[config.mk]
export PLATFORM = sky130hd
export DESIGN_NAME = mem_stage
export DESIGN_NICKNAME = d
export VERILOG_FILES = /design/src/rtl/mem_stage.sv
export SDC_FILE = /design/constraint.sdc
export NUM_CORES = 1
export LEC_CHECK = 0
export CAP_MARGIN = 20
export CORE_MARGIN = 1
export CORE_UTILIZATION = 46
export CTS_CLUSTER_SIZE = 30
export DETAILED_ROUTE_END_ITERATION = 6
export PLACE_DENSITY = 0.86
export SLEW_MARGIN = 20
export SYNTH_ARGS = -nofsm -noshare
export SYNTH_HDL_FRONTEND = slang
export SYNTH_SLANG_ARGS = --single-unit
[constraint.sdc]
create_clock -name clk -period 3.7 [get_ports clk]
set_input_delay 0.37 -clock clk [delete_from_list [all_inputs] [get_ports clk]]
set_output_delay 0.37 -clock clk [all_outputs]
set_load 0.01 [all_outputs]
[src/rtl/mem_stage.sv]
// -----------------------------------------------------------------------------
// mem_stage: MEM pipeline stage of a five-stage CPU.
//
// Issues a single data-memory request for loads/stores, stalls the upstream
// pipeline while the access is outstanding, resolves branches, and registers
// the MEM/WB pipeline outputs.
//
// Ports
//   clk, rst_n                 clock, asynchronous active-low reset
//   MEM_PCaddr, MEM_zf         branch target and ALU zero flag from EX/MEM
//   MEM_ALUres, MEM_WrData     ALU result / memory byte address, store data
//   MEM_RegWr, MEM_WB, MEM_M   destination reg, WB controls, {Branch,MemRead,MemWrite}
//   dm_req/dm_we/dm_addr/dm_wdata   registered data-memory request
//   dm_rdata, dm_ack           read data and one-cycle completion pulse
//   stall                      freezes PC, IF/ID, ID/EX, EX/MEM
//   PCSrc, BrTarget            branch taken, branch target
//   WB_RdData, WB_ALUres, WB_RegWr, WB_WB   MEM/WB register outputs
//   err                        sticky: access timeout or misaligned access
// -----------------------------------------------------------------------------
module mem_stage #(
    parameter int TIMEOUT = 255
) (
    input  logic        clk,
    input  logic        rst_n,
    input  logic [31:0] MEM_PCaddr,
    input  logic        MEM_zf,
    input  logic [31:0] MEM_ALUres,
    input  logic [31:0] MEM_WrData,
    input  logic [4:0]  MEM_RegWr,
    input  logic [1:0]  MEM_WB,
    input  logic [2:0]  MEM_M,
    output logic        dm_req,
    output logic        dm_we,
    output logic [31:0] dm_addr,
    output logic [31:0] dm_wdata,
    input  logic [31:0] dm_rdata,
    input  logic        dm_ack,
    output logic        stall,
    output logic        PCSrc,
    output logic [31:0] BrTarget,
    output logic [31:0] WB_RdData,
    output logic [31:0] WB_ALUres,
    output logic [4:0]  WB_RegWr,
    output logic [1:0]  WB_WB,
    output logic        err
);

    typedef enum logic [1:0] {
        IDLE = 2'd0,
        BUSY = 2'd1,
        DONE = 2'd2
    } state_t;

    // Last counter value before the wait is abandoned.
    localparam logic [7:0] CNT_LAST = 8'(TIMEOUT - 1);

    state_t      state_q, state_d;
    logic [7:0]  cnt_q, cnt_d;
    logic        err_q, err_d;
    logic        dm_req_q, dm_req_d;
    logic        dm_we_q, dm_we_d;
    logic [31:0] dm_addr_q, dm_addr_d;
    logic [31:0] dm_wdata_q, dm_wdata_d;
    logic [31:0] rd_hold_q, rd_hold_d;
    logic [31:0] wb_rd_data_q, wb_rd_data_d;
    logic [31:0] wb_alu_res_q, wb_alu_res_d;
    logic [4:0]  wb_reg_wr_q, wb_reg_wr_d;
    logic [1:0]  wb_wb_q, wb_wb_d;

    logic access;
    logic aligned;
    logic misaligned;
    logic stall_int;

    assign access     = MEM_M[1] | MEM_M[0];
    assign aligned    = (MEM_ALUres[1:0] == 2'b00);
    assign misaligned = (state_q == IDLE) && access && !aligned;
    // Stall already in the entry cycle so EX/MEM holds the instruction
    // until the result comes back; DONE releases the pipeline.
    assign stall_int  = ((state_q == IDLE) && access && aligned) || (state_q == BUSY);

    assign stall     = stall_int;
    assign PCSrc     = MEM_M[2] & MEM_zf & ~stall_int;
    assign BrTarget  = MEM_PCaddr;

    assign dm_req    = dm_req_q;
    assign dm_we     = dm_we_q;
    assign dm_addr   = dm_addr_q;
    assign dm_wdata  = dm_wdata_q;
    assign err       = err_q;
    assign WB_RdData = wb_rd_data_q;
    assign WB_ALUres = wb_alu_res_q;
    assign WB_RegWr  = wb_reg_wr_q;
    assign WB_WB     = wb_wb_q;

    always_comb begin
        state_d      = state_q;
        cnt_d        = cnt_q;
        err_d        = err_q;
        dm_req_d     = dm_req_q;
        dm_we_d      = dm_we_q;
        dm_addr_d    = dm_addr_q;
        dm_wdata_d   = dm_wdata_q;
        rd_hold_d    = rd_hold_q;
        wb_rd_data_d = wb_rd_data_q;
        wb_alu_res_d = wb_alu_res_q;
        wb_reg_wr_d  = wb_reg_wr_q;
        wb_wb_d      = wb_wb_q;

        case (state_q)
            IDLE: begin
                if (access && aligned) begin
                    state_d    = BUSY;
                    dm_req_d   = 1'b1;
                    // MemRead takes priority when both access bits are set.
                    dm_we_d    = ~MEM_M[1];
                    dm_addr_d  = {MEM_ALUres[31:2], 2'b00};
                    dm_wdata_d = MEM_WrData;
                    cnt_d      = 8'd0;
                end else if (access) begin
                    err_d = 1'b1;
                end
            end
            BUSY: begin
                // An ack on the final wait cycle still completes normally.
                if (dm_ack) begin
                    rd_hold_d = dm_rdata;
                    dm_req_d  = 1'b0;
                    state_d   = DONE;
                end else if (cnt_q == CNT_LAST) begin
                    err_d     = 1'b1;
                    rd_hold_d = 32'd0;
                    dm_req_d  = 1'b0;
                    state_d   = DONE;
                end else begin
                    cnt_d = cnt_q + 8'd1;
                end
            end
            DONE: begin
                // Never re-issue: the instruction still sitting in EX/MEM is
                // the one just completed and advances on this edge.
                state_d = IDLE;
            end
            default: begin
                state_d = IDLE;
            end
        endcase

        if (stall_int) begin
            wb_wb_d = 2'b00;
        end else begin
            wb_alu_res_d = MEM_ALUres;
            wb_reg_wr_d  = MEM_RegWr;
            wb_wb_d      = misaligned ? 2'b00 : MEM_WB;
            // dm_we_q still describes the access that just finished.
            wb_rd_data_d = ((state_q == DONE) && !dm_we_q) ? rd_hold_q : MEM_ALUres;
        end
    end

    always_ff @(posedge clk or negedge rst_n) begin
        if (!rst_n) begin
            state_q      <= IDLE;
            cnt_q        <= 8'd0;
            err_q        <= 1'b0;
            dm_req_q     <= 1'b0;
            dm_we_q      <= 1'b0;
            dm_addr_q    <= 32'd0;
            dm_wdata_q   <= 32'd0;
            rd_hold_q    <= 32'd0;
            wb_rd_data_q <= 32'd0;
            wb_alu_res_q <= 32'd0;
            wb_reg_wr_q  <= 5'd0;
            wb_wb_q      <= 2'b00;
        end else begin
            state_q      <= state_d;
            cnt_q        <= cnt_d;
            err_q        <= err_d;
            dm_req_q     <= dm_req_d;
            dm_we_q      <= dm_we_d;
            dm_addr_q    <= dm_addr_d;
            dm_wdata_q   <= dm_wdata_d;
            rd_hold_q    <= rd_hold_d;
            wb_rd_data_q <= wb_rd_data_d;
            wb_alu_res_q <= wb_alu_res_d;
            wb_reg_wr_q  <= wb_reg_wr_d;
            wb_wb_q      <= wb_wb_d;
        end
    end

endmodule

==> reports/metrics.yaml <==
place:
  placed_cell_area_mm2: 0.00981
  dp_slack_ns: 1.09
  io_buffers: 247
  dpl.hpwl_mm: 12.7
  routabilityCongestion: 0.789
floorplanning:
  start_util_pct: 46.9
  dieArea_mm2: 0.0166
  fp.dieW_um: 129
  core_mm2: 0.0158
  die_h_um: 129
  io-pin-count: 314
  rows: 46
clocking:
  cts-resized-gates: 0
  ctsHoldBuffers: 0
  clk_pin_slew_ns: 0.06
  cts_buffer_depth: 2
  cts-buffers-inserted: 17
  cts_setup_buffers: 0
  htree_levels: 4
  clock-sinks: 178
  cts_root_buffer: "clkbuf_16"
  clk_latency_ns: 0.42
  cts_tree: "yes"
grt:
  antenna_found_initial: 0
  grt_max_degree: 116
  grt_pass1_vias: 5350
  grt_pass1_wl_mm: 28.2
  grtUsageTotal_pct: 22.5
  gr-total-overflow: 0
timing:
  timing.final.ws_setup_ns: 1.17
  hold_viol: 0
  slew_viol_final: 0
  slew_headroom_pct: 39.2
  finalCritPeriodShare_pct: 68.5
  fin_setup_tns_ns: 0
  worstMarginPinSlew_ns: 0.911
  fin_crit_ns: 2.53
  rsz0062_at_grt: "no"
  setup_violations: 0
  clock-skew-final_ns: 0.0127
  fmax_mhz: 395
route:
  viasPerCell: 5.29
  routed_wl_mm: 18.3
  drt_iter0_drc: 157
  routedWlPerCell_um: 19.4
  drc: 0
  vias: 4981
  ant_nets: 0
  first_pass_iters: 5
power_and_ir_drop:
  power.total_mw: 6.28
  p_leak_nw: 4.42
  power_density_mw_per_mm2: 601
  vdd_drop_max_v: 0.000410
finish:
  syn_to_final_growth_pct: 41.2
  drive_gt1_share_pct: 26.9
  nFillCells: 1140
  layout.nets: 857
  finalInstanceArea_mm2: 0.0105
  multi_input_area_mm2: 0.00254
  num_antenna_cells: 0
  final-seq-area_mm2: 0.00445
synth:
  syn_inst: 498
  synth-seq-cells: 178
  synth_most_common_cell: "dfrtp_1"
  syn-cell-area_mm2: 0.00740
  synth_edf_count: 0
  syn_avg_cell_area_um2: 14.9
  synthTopCellsByArea: "dfrtp_1, mux2_2, a22o_1"
  synth_top_area_share_pct: 60.2
  synth_common_cells: "dfrtp_1, mux2_2, buf_4"
  synth-seq-area-share_pct: 60.2
  async_reset_ff_share_pct: 100
  synth_cell_types: 40
  synth_top_area_cell: "dfrtp_1"
  ys.flop_type: "dfrtp_1"
  ys.warnings.count: 0
critical_path:
  critPathMaxFanout: 4
  start_kind: "input pin"
  crit_type: "input pin to primary output"
  crit_path_end_kind: "primary output"
  crit_arrival_ns: 2.16
  worstPathRequired_ns: 3.33
min_path:
  hold_path.class: "input pin to asynchronous set/reset pin"
outcome:
  status: "finished clean"
run:
  cap_violations: 0
power breakdown:
part,internal (mW),total (mW),switching (mW)
Clock,1.10,1.84,0.739
Combinational,1.10,1.75,0.656
Sequential,2.42,2.69,0.275
critical path: stages:
cell and delay [ns]:
clkdlybuf4s50_1 0.44, or2_1 0.30, a21oi_2 0.22, nor2_4 0.07, nor2_1 0.18, clkdlybuf4s50_1 0.57
placed cells by master (no fill, tap or decap), types with 3 or more instances in the layout:
| cell type | n |
|---|---|
| a21oi_1 | 4 |
| a22o_1 | 33 |
| and2_1 | 3 |
| buf_4 | 6 |
| bufinv_16 | 3 |
| clkbuf_16 | 17 |
| clkbuf_8 | 3 |
| clkdlybuf4s50_1 | 246 |
| clkinv_2 | 5 |
| clkinv_4 | 3 |
| dfrtp_1 | 178 |
| mux2_1 | 17 |
| mux2_2 | 145 |
| nand2_1 | 6 |
| nand3_1 | 5 |
| nor2_1 | 6 |
| nor3_1 | 3 |
| o21a_1 | 3 |
| o21ai_0 | 5 |
stage by stage:
stage / utilization (%) / hold slack [ns] / instances
3_5_place_dp: 62.2 / 0.465 / 909
3_3_place_gp: 62.2 / 0.465 / 909
2_1_floorplan: - / 0.0744 / 499
6_report: 66.3 / 0.0640 / 942
5_1_grt: 66.3 / 0.115 / 942
4_1_cts: 66.1 / 0.139 / 941
state kept, by name (all words and copies together), names as in the netlist, 5 cells and up:
signal / count
WB_ALUres: 32
WB_RdData: 32
WB_RegWr: 5
cnt_q: 8
dm_addr: 30
dm_wdata: 32
rd_hold_q: 32
cells by family after synthesis:
family | share of synthesized area [%]
simple gates | 2.86
fa+ha+maj | 0.338
flops | 60.2
compound gates | 5.98
buf+inv | 5.95
other cells | 0.0507
mux | 24.6
area by class of cell:
class / instances / share of cell area (%)
clock buffers: 19 / 4.33
clock inverters: 13 / 1.51
flip-flops and latches: 178 / 42.6
repair buffers: 255 / 24.6
well taps: 216 / 2.58
inverters: 3 / 0.108
multi-input cells: 258 / 24.3
final timing paths:
kind	startpoint	cells past startpoint	endpoint	slack [ns]
worst max-delay path	MEM_M[1]	6	PCSrc	1.17
worst min-delay path	rst_n	1	rd_hold_q[9]$_DFFE_PN0P_	0.06
worst max register to register	state_q[0]$_DFFE_PN0P_	4	rd_hold_q[19]$_DFFE_PN0P_	1.38
worst min register to register	err$_DFFE_PN0P_	1	err$_DFFE_PN0P_	0.48
max in group asynchronous	rst_n	2	WB_ALUres[24]$_DFFE_PN0P_	2.71
min in group clk	err$_DFFE_PN0P_	1	err$_DFFE_PN0P_	0.48
layer usage:
metal	share of wire (%)	vias to the layer above	track usage, %
met2	51	221	39.6
li1	-	2171	-
met4	3.4	0	9.55
met1	36	2545	23.7
met3	8.8	44	9.44
met5	0	-	0
Note: power is estimated with default switching activity, not from simulation.
